## config.mk

```make
export PLATFORM = sky130hd
export DESIGN_NAME = video_fetcher
export DESIGN_NICKNAME = d
export VERILOG_FILES = /design/src/rtl/video_fetcher_pkg.sv /design/src/rtl/video_fetcher_fifo.sv /design/src/rtl/video_fetcher.sv
export SDC_FILE = /design/constraint.sdc
export NUM_CORES = 1
export LEC_CHECK = 0
export ABC_CLOCK_PERIOD_IN_PS = 2190
export CELL_PAD_IN_SITES_DETAIL_PLACEMENT = 0
export CELL_PAD_IN_SITES_GLOBAL_PLACEMENT = 1
export CORE_MARGIN = 5
export CORE_UTILIZATION = 30
export CTS_CLUSTER_DIAMETER = 200
export DETAILED_ROUTE_END_ITERATION = 12
export GPL_TIMING_DRIVEN = 0
export PLACE_DENSITY = 0.64
export RECOVER_POWER = 25
export SETUP_SLACK_MARGIN = 0.15
export SLEW_MARGIN = 25
export SYNTH_ARGS = -nofsm -noshare
export SYNTH_HDL_FRONTEND = slang
export SYNTH_SLANG_ARGS = --single-unit
```

## constraint.sdc

```tcl
create_clock -name clk -period 2.19 [get_ports clk]
set_clock_uncertainty 0.2 [all_clocks]
set_input_delay 0.5475 -clock clk [delete_from_list [all_inputs] [get_ports clk]]
set_output_delay 0.5475 -clock clk [all_outputs]
set_load 0.02 [all_outputs]
```

## src/rtl/video_fetcher_pkg.sv

```systemverilog
// ---------------------------------------------------------------------------
// video_fetcher_pkg
//   Constants and types shared by the scanline video fetcher and its
//   prefetch FIFO.
//   VF_SRAM_ADDRESS_SIZE : default SRAM word-address width per bank
//   VF_READ_LATENCY      : video-memory read latency in clocks
//   VF_WORD_BYTES        : bytes per fetched word (address stride)
//   vf_state_t           : fetcher FSM state encoding
// ---------------------------------------------------------------------------
package video_fetcher_pkg;

  localparam int VF_SRAM_ADDRESS_SIZE = 9;
  localparam int VF_READ_LATENCY      = 1;
  localparam int VF_WORD_BYTES        = 4;

  typedef enum logic [1:0] {
    ST_IDLE  = 2'd0,
    ST_FETCH = 2'd1,
    ST_DRAIN = 2'd2
  } vf_state_t;

endpackage

```

## src/rtl/video_fetcher_fifo.sv

```systemverilog
// ---------------------------------------------------------------------------
// video_fetcher_fifo
//   Prefetch FIFO between the video-memory read port and the pixel consumer.
//   Ports:
//     clk, rst_n     : clock and internal async active-low reset
//     flush          : drop all contents (wins over push and pop)
//     push/push_data : write one word
//     pop            : remove head word (ignored when empty)
//     count          : number of stored words (0..DEPTH)
//     head           : oldest word, forced to zero when empty
//   DEPTH must be a power of two so the pointers wrap naturally.
// ---------------------------------------------------------------------------
module video_fetcher_fifo #(
  parameter int DEPTH = 4,
  parameter int WIDTH = 32
) (
  input  logic                   clk,
  input  logic                   rst_n,
  input  logic                   flush,
  input  logic                   push,
  input  logic [WIDTH-1:0]       push_data,
  input  logic                   pop,
  output logic [$clog2(DEPTH):0] count,
  output logic [WIDTH-1:0]       head
);

  localparam int PW = $clog2(DEPTH);
  localparam int CW = PW + 1;

  logic [WIDTH-1:0] mem [DEPTH];
  logic [PW-1:0]    rd_ptr;
  logic [PW-1:0]    wr_ptr;
  logic             do_push;
  logic             do_pop;

  assign do_push = push && !flush;
  assign do_pop  = pop && !flush && (count != '0);

  // Storage has no reset; visibility is governed purely by count.
  always_ff @(posedge clk) begin
    if (do_push) begin
      mem[wr_ptr] <= push_data;
    end
  end

  // Simultaneous push and pop moves both pointers and leaves count unchanged.
  always_ff @(posedge clk or negedge rst_n) begin
    if (!rst_n) begin
      rd_ptr <= '0;
      wr_ptr <= '0;
      count  <= '0;
    end else if (flush) begin
      rd_ptr <= '0;
      wr_ptr <= '0;
      count  <= '0;
    end else begin
      if (do_push) begin
        wr_ptr <= wr_ptr + PW'(1);
      end
      if (do_pop) begin
        rd_ptr <= rd_ptr + PW'(1);
      end
      case ({do_push, do_pop})
        2'b10:   count <= count + CW'(1);
        2'b01:   count <= count - CW'(1);
        default: count <= count;
      endcase
    end
  end

  assign head = (count != '0) ? mem[rd_ptr] : '0;

endmodule

```

## src/rtl/video_fetcher.sv

```systemverilog
// ---------------------------------------------------------------------------
// video_fetcher
//   Fetches one scanline of 32-bit words from video memory into a prefetch
//   FIFO and hands them to the pixel pipeline on request.
//   Ports:
//     clk, rst               : clock, asynchronous active-low reset
//     line_start             : pulse; loads line_base_address / words_per_line
//     line_base_address      : byte address of the first word of the line
//     words_per_line         : words to fetch (0 = empty line)
//     video_fetchData        : registered read strobe to video memory
//     video_address          : registered read byte address (word aligned)
//     video_data             : read data, valid one cycle after the strobe
//     pixel_request          : pop request from the pixel pipeline
//     pixel_data/pixel_valid : FIFO head word / FIFO non-empty
//     underflow              : pulse after a request made while empty
//     line_done              : pulse when a line has been completely consumed
//   Optional (macro VIDEO_FETCHER_UNDERFLOW_COUNT_EN):
//     underflow_count        : saturating count of underflow pulses
//     underflow_count_clear  : synchronous clear, wins over increment
// ---------------------------------------------------------------------------
module video_fetcher
  import video_fetcher_pkg::*;
#(
  parameter int SRAM_ADDRESS_SIZE = VF_SRAM_ADDRESS_SIZE,
  parameter int FIFO_DEPTH        = 4
) (
  input  logic                         clk,
  input  logic                         rst,
  input  logic                         line_start,
  input  logic [SRAM_ADDRESS_SIZE+3:0] line_base_address,
  input  logic [7:0]                   words_per_line,
  output logic                         video_fetchData,
  output logic [SRAM_ADDRESS_SIZE+3:0] video_address,
  input  logic [31:0]                  video_data,
  input  logic                         pixel_request,
  output logic [31:0]                  pixel_data,
  output logic                         pixel_valid,
  output logic                         underflow,
  output logic                         line_done
`ifdef VIDEO_FETCHER_UNDERFLOW_COUNT_EN
  ,
  output logic [15:0]                  underflow_count,
  input  logic                         underflow_count_clear
`endif
);

  localparam int AW = SRAM_ADDRESS_SIZE + 4;
  localparam int CW = $clog2(FIFO_DEPTH) + 1;
  localparam logic [CW-1:0] DEPTH_LIMIT = CW'(FIFO_DEPTH);
  localparam int L = VF_READ_LATENCY;

  vf_state_t         state;
  vf_state_t         state_next;
  logic [1:0]        rst_sync;
  logic              rst_n;
  logic [AW-1:0]     addr;
  logic [7:0]        remaining;
  // Bit 0 is the cycle the strobe is visible, bit L the cycle data returns.
  logic [L:0]        req_pipe;
  logic              in_flight;
  logic              issue;
  logic              drain_done;
  logic              line_done_set;
  logic              underflow_set;
  logic              fifo_pop;
  logic [CW-1:0]     fifo_count;
  logic [31:0]       fifo_head;

  // Assertion is immediate; release passes through two flops so internal
  // state leaves reset only on the second edge after rst rises.
  always_ff @(posedge clk or negedge rst) begin
    if (!rst) begin
      rst_sync <= 2'b00;
    end else begin
      rst_sync <= {rst_sync[0], 1'b1};
    end
  end
  assign rst_n = rst_sync[1];

  assign in_flight     = |req_pipe;
  assign underflow_set = pixel_request && !pixel_valid;
  assign fifo_pop      = pixel_request && pixel_valid;
  // A new line (even mid-fetch) reports completion only if it is empty.
  assign line_done_set = line_start ? (words_per_line == 8'd0) : drain_done;

  // FSM state register
  always_ff @(posedge clk or negedge rst_n) begin
    if (!rst_n) begin
      state <= ST_IDLE;
    end else begin
      state <= state_next;
    end
  end

  // FSM next state; line_start restarts from any state.
  always_comb begin
    state_next = state;
    if (line_start) begin
      state_next = (words_per_line != 8'd0) ? ST_FETCH : ST_IDLE;
    end else begin
      case (state)
        ST_IDLE:  state_next = ST_IDLE;
        ST_FETCH: if (issue && (remaining == 8'd1)) state_next = ST_DRAIN;
        ST_DRAIN: if (drain_done) state_next = ST_IDLE;
        default:  state_next = ST_IDLE;
      endcase
    end
  end

  // FSM outputs. Only one read may be outstanding, so the credit check
  // reduces to "FIFO has room and nothing in flight", which rules out overflow.
  always_comb begin
    issue      = 1'b0;
    drain_done = 1'b0;
    case (state)
      ST_FETCH: issue = !line_start && (remaining != 8'd0) && !in_flight &&
                        (fifo_count < DEPTH_LIMIT);
      ST_DRAIN: drain_done = !line_start && (fifo_count == '0) && !in_flight;
      default: begin
        issue      = 1'b0;
        drain_done = 1'b0;
      end
    endcase
  end

  // Address/word counters, request pipeline and status pulses. line_start
  // kills any returning read so stale data never reaches the FIFO.
  always_ff @(posedge clk or negedge rst_n) begin
    if (!rst_n) begin
      addr          <= '0;
      remaining     <= '0;
      req_pipe      <= '0;
      video_address <= '0;
      underflow     <= 1'b0;
      line_done     <= 1'b0;
    end else begin
      underflow <= underflow_set;
      line_done <= line_done_set;
      req_pipe  <= {req_pipe[L-1:0] & {L{~line_start}}, issue};
      if (line_start) begin
        addr      <= line_base_address & ~AW'(VF_WORD_BYTES - 1);
        remaining <= words_per_line;
      end else if (issue) begin
        video_address <= addr;
        addr          <= addr + AW'(VF_WORD_BYTES);
        remaining     <= remaining - 8'd1;
      end
    end
  end

  assign video_fetchData = req_pipe[0];

  video_fetcher_fifo #(
    .DEPTH (FIFO_DEPTH),
    .WIDTH (32)
  ) u_fifo (
    .clk       (clk),
    .rst_n     (rst_n),
    .flush     (line_start),
    .push      (req_pipe[L]),
    .push_data (video_data),
    .pop       (fifo_pop),
    .count     (fifo_count),
    .head      (fifo_head)
  );

  assign pixel_valid = (fifo_count != '0);
  assign pixel_data  = fifo_head;

`ifdef VIDEO_FETCHER_UNDERFLOW_COUNT_EN
  // Counts each underflow pulse as it is raised; sticks at all-ones.
  always_ff @(posedge clk or negedge rst_n) begin
    if (!rst_n) begin
      underflow_count <= 16'h0000;
    end else if (underflow_count_clear) begin
      underflow_count <= 16'h0000;
    end else if (underflow_set && (underflow_count != 16'hFFFF)) begin
      underflow_count <= underflow_count + 16'h0001;
    end
  end
`endif

endmodule

```

* After elaboration in Yosys (flattened, before gate mapping)
Memories as Yosys holds them, arrays and structs flattened. Cells that the tools add are included.
Storage, ports and cells: bits in registers 49, RAM bits 128, output and inout port bits 49, logic and storage cells 75, memories 1
Memory list:
- u_fifo.mem | words 4, bits a word 32, read ports 1, clocked after memory_dff 0, wr ports 1, line video_fetcher_fifo.sv:30 | logic [WIDTH-1:0] mem [DEPTH];
Cells by class: add/subtract/negate cells 6, order comparisons 1, equal/unequal tests 7, mux-type cells 21, bitwise operators 2, reduce and logical (&&, ||, !) cells 26
Operators with widths (count):
- 32-bit two-way mux | 1
- 13-bit two-way mux | 2
- 8-bit two-way mux | 2
- 8-bit nonzero test | 2
- 2-bit two-way mux | 7
- 13-bit by 3-bit adder with 13-bit output (second input constant) | 1
- 1-bit logical AND | 11
- 8-bit by 1-bit equality test with 1-bit output (second input constant) | 1
- 8-bit zero test | 1
- 8-bit by 1-bit subtractor with 8-bit output (second input constant) | 1
- 1-bit two-way mux | 6
- 3-bit != test (second input constant) | 2
- 3-bit one-hot mux with 2 select lines | 1
- 2-bit nonzero test | 3
- 3-bit nonzero test | 2
- 2-bit by 1-bit adder with 2-bit output (second input constant) | 2
- 2-bit by 1-bit equality test with 1-bit output (second input constant) | 2
- 2-bit equality test (second input constant) | 2
- 2-bit one-hot mux with 2 select lines | 1
- 2-bit AND reduction | 2
- 3-bit by 1-bit adder with 3-bit output (second input constant) | 1
- 1-bit zero test | 3
- 3-bit zero test | 1
- 3-bit < comparator (second input constant) | 1
- other kinds (5) | 5

* Depth between registers and ports, before layout
Gate-level depths: netlist of the first run.
word-level depth 9, depth in mapped cells 8, mapped depth without buffers 6

* Hierarchy
From an unflattened synthesis of the first run, not the netlist that was laid out.
Second synthesis, totals: cells, all modules 453, area, all modules 7322.0 um^2
Modules (own cells, without submodules):
- video_fetcher_fifo | instances 1, cells each 255, area an instance 5351.4 um^2
- video_fetcher | instances 1, cells each 198, area an instance 1970.6 um^2

* Worst setup path after synthesis of the first run
No wires, ideal clock.
kind input port to flip-flop, from input line_start, to register u_fifo.count[2], setup time 0.135 ns, data arrival time 2.118 ns, path slack -0.263 ns, stages 8, path buffers 3, cell sequence buf_6 -> clkbuf_1 -> clkbuf_1 -> nor3_1 -> fa_1 -> nor3_1 -> o21ai_0 -> nor3b_1
Between the ends: word-level cells in the longest chain between the ends 6, elaborated cells between the ends (all ways) 9
Ends and longest elaborated chain:
- start, declared | line video_fetcher.sv:29 | input logic line_start,
- 1-bit zero test | line video_fetcher_fifo.sv:36, video_fetcher_fifo.sv:37
- 1-bit logical AND (2 in a row) | line video_fetcher_fifo.sv:37 | assign do_pop = pop && !flush && (count != '0);
- 2-bit by 1-bit equality test with 1-bit output or 2-bit equality test (tied branches) | line video_fetcher_fifo.sv:63 | case ({do_push, do_pop})
- 3-bit one-hot mux with 2 select lines | line video_fetcher_fifo.sv:63
- 3-bit two-way mux | line video_fetcher_fifo.sv:52 | end else if (flush) begin
- end signal, assigned | line video_fetcher_fifo.sv:64 | 2'b10: count <= count + CW'(1);
- end signal, assigned | line video_fetcher_fifo.sv:65 | 2'b01: count <= count - CW'(1);
- end signal, assigned | line video_fetcher_fifo.sv:66 | default: count <= count;
- end, declared | line video_fetcher_fifo.sv:23 | output logic [$clog2(DEPTH):0] count,
Parallel ways exist; a longest one is shown, timed or not. A chain may end at the register's enable or synchronous reset.

* Worst setup path after layout of the first run
from register u_fifo.rd_ptr[0], to output pixel_data[11]
Between the ends: word-level cells in the longest chain between the ends 2
Ends and longest elaborated chain:
- start, declared | line video_fetcher_fifo.sv:31 | logic [PW-1:0] rd_ptr;
- start signal, assigned | line video_fetcher_fifo.sv:61 | rd_ptr <= rd_ptr + PW'(1);
- memory 4 x 32 bit
- 32-bit two-way mux | line video_fetcher_fifo.sv:71 | assign head = (count != '0) ? mem[rd_ptr] : '0;
- end, declared | line video_fetcher.sv:36 | output logic [31:0] pixel_data,
Every way passes these cells.

==> flow_summary.ini, run 1 <==
[critical_path]
critPathKind = flip-flop to output port
r2r_setup_slack_ns = 0.09
cp-end-kind = output port
startpoint_type = flip-flop
worst_ep_required_time_ns = 1.44
cp_max_fo = 7
cp.arrival_ns = 1.94

[floorplanning]
die-area_mm2 = 0.0275
die_x_um = 166
io-pin-count = 106
core_mm2 = 0.0241
die_h_um = 166
rows = 57
start_util = 0.302

[power_and_ir_drop]
swShare = 0.328
p_int_mw = 8.49
power_density_mw_per_mm2 = 1220
power_frac_seq = 0.319
p_leak_nw = 3.73
clockPowerShare = 0.241
p_comb_frac = 0.440
p_switching_mw = 4.14
ir_worst_vdd_v = 0.000507

[cts]
cts_sinks = 173
root_buffer = clkbuf_16
clk_path_buf_depth = 2
ctsHoldBuffers = 0
path_clk_slew_ns = 0.08
clk_latency_ns = 0.44
cts_tree = done
cts-htree-levels = 4
cts_buffers = 17

[logic_synthesis]
synth.largest_area_cell = edfxtp_1
synth_common_cells = 128 x edfxtp_1, 45 x dfrtp_1, 39 x and2_1, 32 x mux4_2
ys_ff_latch = 173
yosysSeqAreaShare = 0.683
synthArstFlopShare = 0.260
ys_warn_count = 0
ys.flop_type = edfxtp_1
synth_area_mm2 = 0.00728
synth_edf_count = 128
yosysTopAreaCellShare = 0.528
synth.most_common_cell = edfxtp_1
synth_area_leaders = edfxtp_1 53%, dfrtp_1 15%, mux4_2 9.9%
synth_cell_type_count = 50
syn_inst = 456
syn_avg_cell_area_um2 = 16.0

[run]
drv_cap = 0

[layout]
syn_to_final_growth_pct = 42.0
drive_gt1_frac = 0.383
diodes = 0
fin_cells = 951
design_area_mm2 = 0.0103
nets = 680

[timing]
tightest_slew_ns = 1.08
fin_setup_tns_ns = -14.58
hold_viol_final = 0
clock.fmax_mhz = 372
min_period_ns = 2.69
fin_crit_sh = 1.23
max_slew_margin = 0.283
rsz0062_at_grt = true
setup_viol = 33
fin_ws_ns = -0.501
finalMaxSlewViolations = 0

[detailed_routing]
viasPerCell = 4.85
finalWirelength_um = 18400
wl_per_cell_um = 19.3
dr.pass1.iters = 6
drt_iter0_drc = 254
route.detailed.drc = 0
antenna_left = 0
vias = 4617

[grt]
grtUsageTotal = 0.125
antenna_found_initial = 2
grt_pass1_wl_um = 27200
grt_overflow = 0
grt_pass1_vias = 4798
grt_max_degree = 33

[placed_design]
placed_cells = 882
portBuffers = 100
place_area_mm2 = 0.00890
pre_cts_slack_ns = -0.632
place.gp.congestion = 0.832
dp_hpwl_um = 11100

[status]
violations = negative setup slack
status = finished, violations left

[worst_hold_path]
min_path_type = input port to async pin
state kept, by name, summed over array words and instances (netlist names), 3 cells and up:
name / flops
video_address: 11
u_fifo.mem: 128
addr: 11
u_fifo.count: 3
remaining: 8
repair_timing:
action	CTS	global route
endpoints found under the setup margin	175	184
buffers inserted	16	12
pin swaps	30	17
gates resized for setup	258	63
gates cloned	3	6
cells by family (layout without fill, tap and decap cells):
kind of cell,count (synthesis),count (layout),synth area share
AO/OA/AOI/OAI,49,49,0.0495
XOR/XNOR,4,4,0.00482
adder cells (fa/ha/maj),9,9,0.0165
buffers and inverters,39,204,0.0236
flip-flops,173,173,0.683
multiplexers,43,43,0.116
other,2,3,0.00103
AND/OR/NAND/NOR,137,142,0.106
worst paths after layout:
path,startpoint,endpoint,cells after the start
setup / recovery,u_fifo.rd_ptr[0],pixel_data[11],6
hold / removal,rst,rst_sync[1],1
setup reg to reg,state[1],video_address[10],5
hold reg to reg,rst_sync[0],rst_sync[1],0
max in group asynchronous,rst_sync[1],remaining[4],0
min in group clk,rst_sync[0],rst_sync[1],0
layout make-up:
class / instances / area, µm²
Buffer: 27 / 332
Clock buffer: 17 / 425
Clock inverter: 15 / 185
Fill cell: 2253 / 13800
Inverter: 12 / 48.8
Multi-Input combinational cell: 250 / 2510
Sequential cell: 173 / 4980
Tap cell: 324 / 405
Timing Repair Buffer: 133 / 1450
critical path: stages (launching register included):
cell     delay (ns)
dfrtp_1        0.37
buf_12         0.15
buf_12         0.11
buf_12         0.11
mux4_2         0.49
and2_4         0.16
buf_6          0.12
power groups by stage:
stage	Sequential (mW)	Combinational (mW)	Clock [mW]
2_1_floorplan	4.19	2.57	0
3_3_place_gp	4.10	4.26	0
3_5_place_dp	4.11	4.31	0
4_1_cts	4.01	5.28	3.12
5_1_grt	4.07	5.90	3.26
6_report	4.03	5.56	3.05
through the flow:
stage | util | power, mW | hold slack (ns)
2_1_floorplan | - | 6.77 | 0.0519
3_3_place_gp | 0.368 | 8.37 | 0.137
3_5_place_dp | 0.369 | 8.41 | 0.0944
4_1_cts | 0.413 | 12.4 | 0.0451
5_1_grt | 0.428 | 13.2 | 0.122
6_report | 0.428 | 12.6 | 0.128
cells in the final DEF, fill, tap and decap left out, types with 4 or more instances in the layout:
cell type        Yosys  final
edfxtp_1           128    128
buf_6                1     42
and2_4               0     41
dfrtp_1             45     40
clkdlybuf4s50_1      0     33
mux4_2              32     32
buf_4                2     20
dlygate4sd3_1        0     20
clkbuf_16            0     19
nand2_1             18     17
nand3_1             18     16
nor2_1              14     14
dlygate4sd2_1        0     14
o211ai_1            11     11
buf_12               0      9
inv_1               12      9
mux2_4               0      9
nor3_1              13      8
nor2b_1              8      7
ha_1                 8      7
clkbuf_8             0      6
o21ai_0              7      6
a221o_1              5      5
clkinv_8             0      5
dfrtp_2              0      5
nand4_1              4      4
inv_8                0      4
buf_16               0      4
routing by layer:
metal  global-route usage  share of wire  vias to the layer above
met4               0.0301          0.010                        4
met5                    0         0.0017                        -
li1                     -              -                     2092
met3               0.0359          0.054                       19
met2                0.206           0.49                      154
met1                0.165           0.45                     2348
(Power assumes the default switching activity.)
==> run 2: changes to the inputs <==
--- a/config.mk
+++ b/config.mk
@@ -13,9 +13,9 @@
 export CTS_CLUSTER_DIAMETER = 200
 export DETAILED_ROUTE_END_ITERATION = 12
 export GPL_TIMING_DRIVEN = 0
-export PLACE_DENSITY = 0.64
+export PLACE_DENSITY_LB_ADDON = 0.1
 export RECOVER_POWER = 25
-export SETUP_SLACK_MARGIN = 0.15
+export SETUP_SLACK_MARGIN = 0.3
 export SLEW_MARGIN = 25
 export SYNTH_ARGS = -nofsm -noshare
 export SYNTH_HDL_FRONTEND = slang
==> run 2 against run 1 <==
Net effect:
- the run still ends with negative setup slack left
- clock power decreased by 2%
- critical path depth is the same
- sequential share of layout area shrank 0.60 points
- total power increased by 0.56%
- utilization increased by 0.58 points
- wire length grew 3.2%
- first-iteration DRC count fell by 13%
- non-clock buffer count is 9 higher
- critical endpoint is now pixel_data[22]
- largest cell class unchanged
==> flow_summary.ini, run 2 (synthesized netlist as in run 1, its figures left out) <==
[grt]
antenna_found_initial = 0
grt_pass1_wl_um = 29400
grt_overflow = 0
grtUsageTotal = 0.139
grt_pass1_vias = 4948
grt_max_degree = 44

[timing]
max_slew_margin = 0.509
fin_setup_tns_ns = -14.42
tightest_slew_ns = 0.737
rsz0062_at_grt = true
min_period_ns = 2.71
fin_ws_ns = -0.517
hold_viol_final = 0
fin_crit_sh = 1.24
finalMaxSlewViolations = 0
clock.fmax_mhz = 369
setup_viol = 34

[detailed_routing]
vias = 4620
viasPerCell = 4.82
antenna_left = 0
drt_iter0_drc = 221
route.detailed.drc = 0
dr.pass1.iters = 7
wl_per_cell_um = 19.7
finalWirelength_um = 18900

[layout]
reg_top3 = u_fifo.mem: 128 flops, addr: 11 flops, video_address: 11 flops
syn_to_final_growth_pct = 43.9
multi_input_area_mm2 = 0.00254
largest_reg_flops = 128
fin_cells = 959
nets = 688
final_cell_mix = 128 x edfxtp_1, 41 x and2_4, 38 x buf_6, 38 x dfrtp_1, 32 x mux4_2
diodes = 0
ff_latch_area_mm2 = 0.00498
mostFrequentLayoutCell = edfxtp_1
drive_gt1_frac = 0.416
regMostFlops = u_fifo.mem
fillers = 2232

[critical_path]
cp_max_fo = 8
crit_family = buffers and inverters
cp.arrival_ns = 1.96
critPathKind = flip-flop to output port
slowest_delay_ns = 0.50
startpoint_type = flip-flop
cp-end-kind = output port
path_buf_inv = 4
cp_cell_sequence = buf_12 > buf_8 > buf_16 > mux4_2 > and2_4 > buf_6
crit_slowest_cell = mux4_2
worst_ep_required_time_ns = 1.44

[power_and_ir_drop]
power_density_mw_per_mm2 = 1210
p_total_mw = 12.7
ir_worst_vdd_v = 0.000524
p_leak_nw = 3.78

[run]
drv_cap = 0

[placed_design]
dp_hpwl_um = 11100
place.gp.congestion = 0.848
portBuffers = 100
placed_cells = 881

[status]
status = finished, violations left
violations = negative setup slack

[floorplanning]
die-area_mm2 = 0.0275
core_mm2 = 0.0241
start_util = 0.302
rows = 57
die_x_um = 166
io-pin-count = 106
die_h_um = 166

[cts]
clk_latency_ns = 0.43
clk_path_buf_depth = 2
root_buffer = clkbuf_16
ctsHoldBuffers = 0
cts_buffers = 17
cts_sinks = 173
path_clk_slew_ns = 0.07
cts-htree-levels = 4
cts_tree = done

[worst_hold_path]
min_path_type = input port to async pin
==> run 2: worst reg2reg max path, delay by kind of cell, from the launching register on <==
kind            cells  cell delay, ns
simple gates        3            0.78
compound gates      1            0.19
buf+inv             4            0.54
flops               1            0.43
==> run 2: metrics by stage <==
stage / instance area, µm² / hold WS, ns / worst slack, ns / util
floorplan: 7540 / 0.0519 / 0.118 / -
global placement: 8950 / 0.139 / -0.484 / 0.371
detailed placement: 8950 / 0.144 / -0.487 / 0.371
CTS: 10400 / 0.0594 / -0.548 / 0.431
global route: 10500 / 0.129 / -0.583 / 0.434
finish: 10500 / 0.144 / -0.517 / 0.434
==> run 2: metal layers <==
metal | track usage | share of wire | vias up
met1 | 0.180 | 0.44 | 2399
met3 | 0.0271 | 0.030 | 18
met4 | 0.0430 | 0.015 | 0
met5 | 0 | 0 | -
li1 | - | - | 2104
met2 | 0.237 | 0.52 | 99
==> run 2: final timing paths <==
path | cells past startpoint | slack (ns) | endpoint | from
min in group clk | 0 | 0.15 | rst_sync[1] | rst_sync[0]
max reg2reg | 8 | -0.02 | addr[9] | u_fifo.count[2]
min reg2reg | 0 | 0.15 | video_address[5] | rst_sync[1]
max | 6 | -0.52 | pixel_data[22] | u_fifo.rd_ptr[0]
min | 1 | 0.14 | rst_sync[1] | rst
max in group asynchronous | 0 | 1.18 | remaining[5] | rst_sync[1]
==> run 2: final cells by class <==
type,instances,area share
buffer,27,0.0373
clock buffer,17,0.0406
clock inverter,15,0.0161
inverter,12,0.00466
multi-input combinational,249,0.243
sequential,173,0.476
tap,324,0.0387
timing repair buffer,142,0.144
==> run 2: power breakdown <==
group	leakage [nW]	total (mW)	internal, mW	switching [mW]
clock	0.288	2.98	1.53	1.45
sequential	1.69	4.04	3.80	0.242
combinational	1.80	5.68	3.25	2.44
total	3.78	12.7	8.58	4.13
==> run 2: what timing repair did <==
action                     in CTS  in global routing
pin swaps                      45                 10
setup buffers                  33                  4
cloned                          9                  0
resized for setup             311                 24
setup endpoints to repair     209                 76
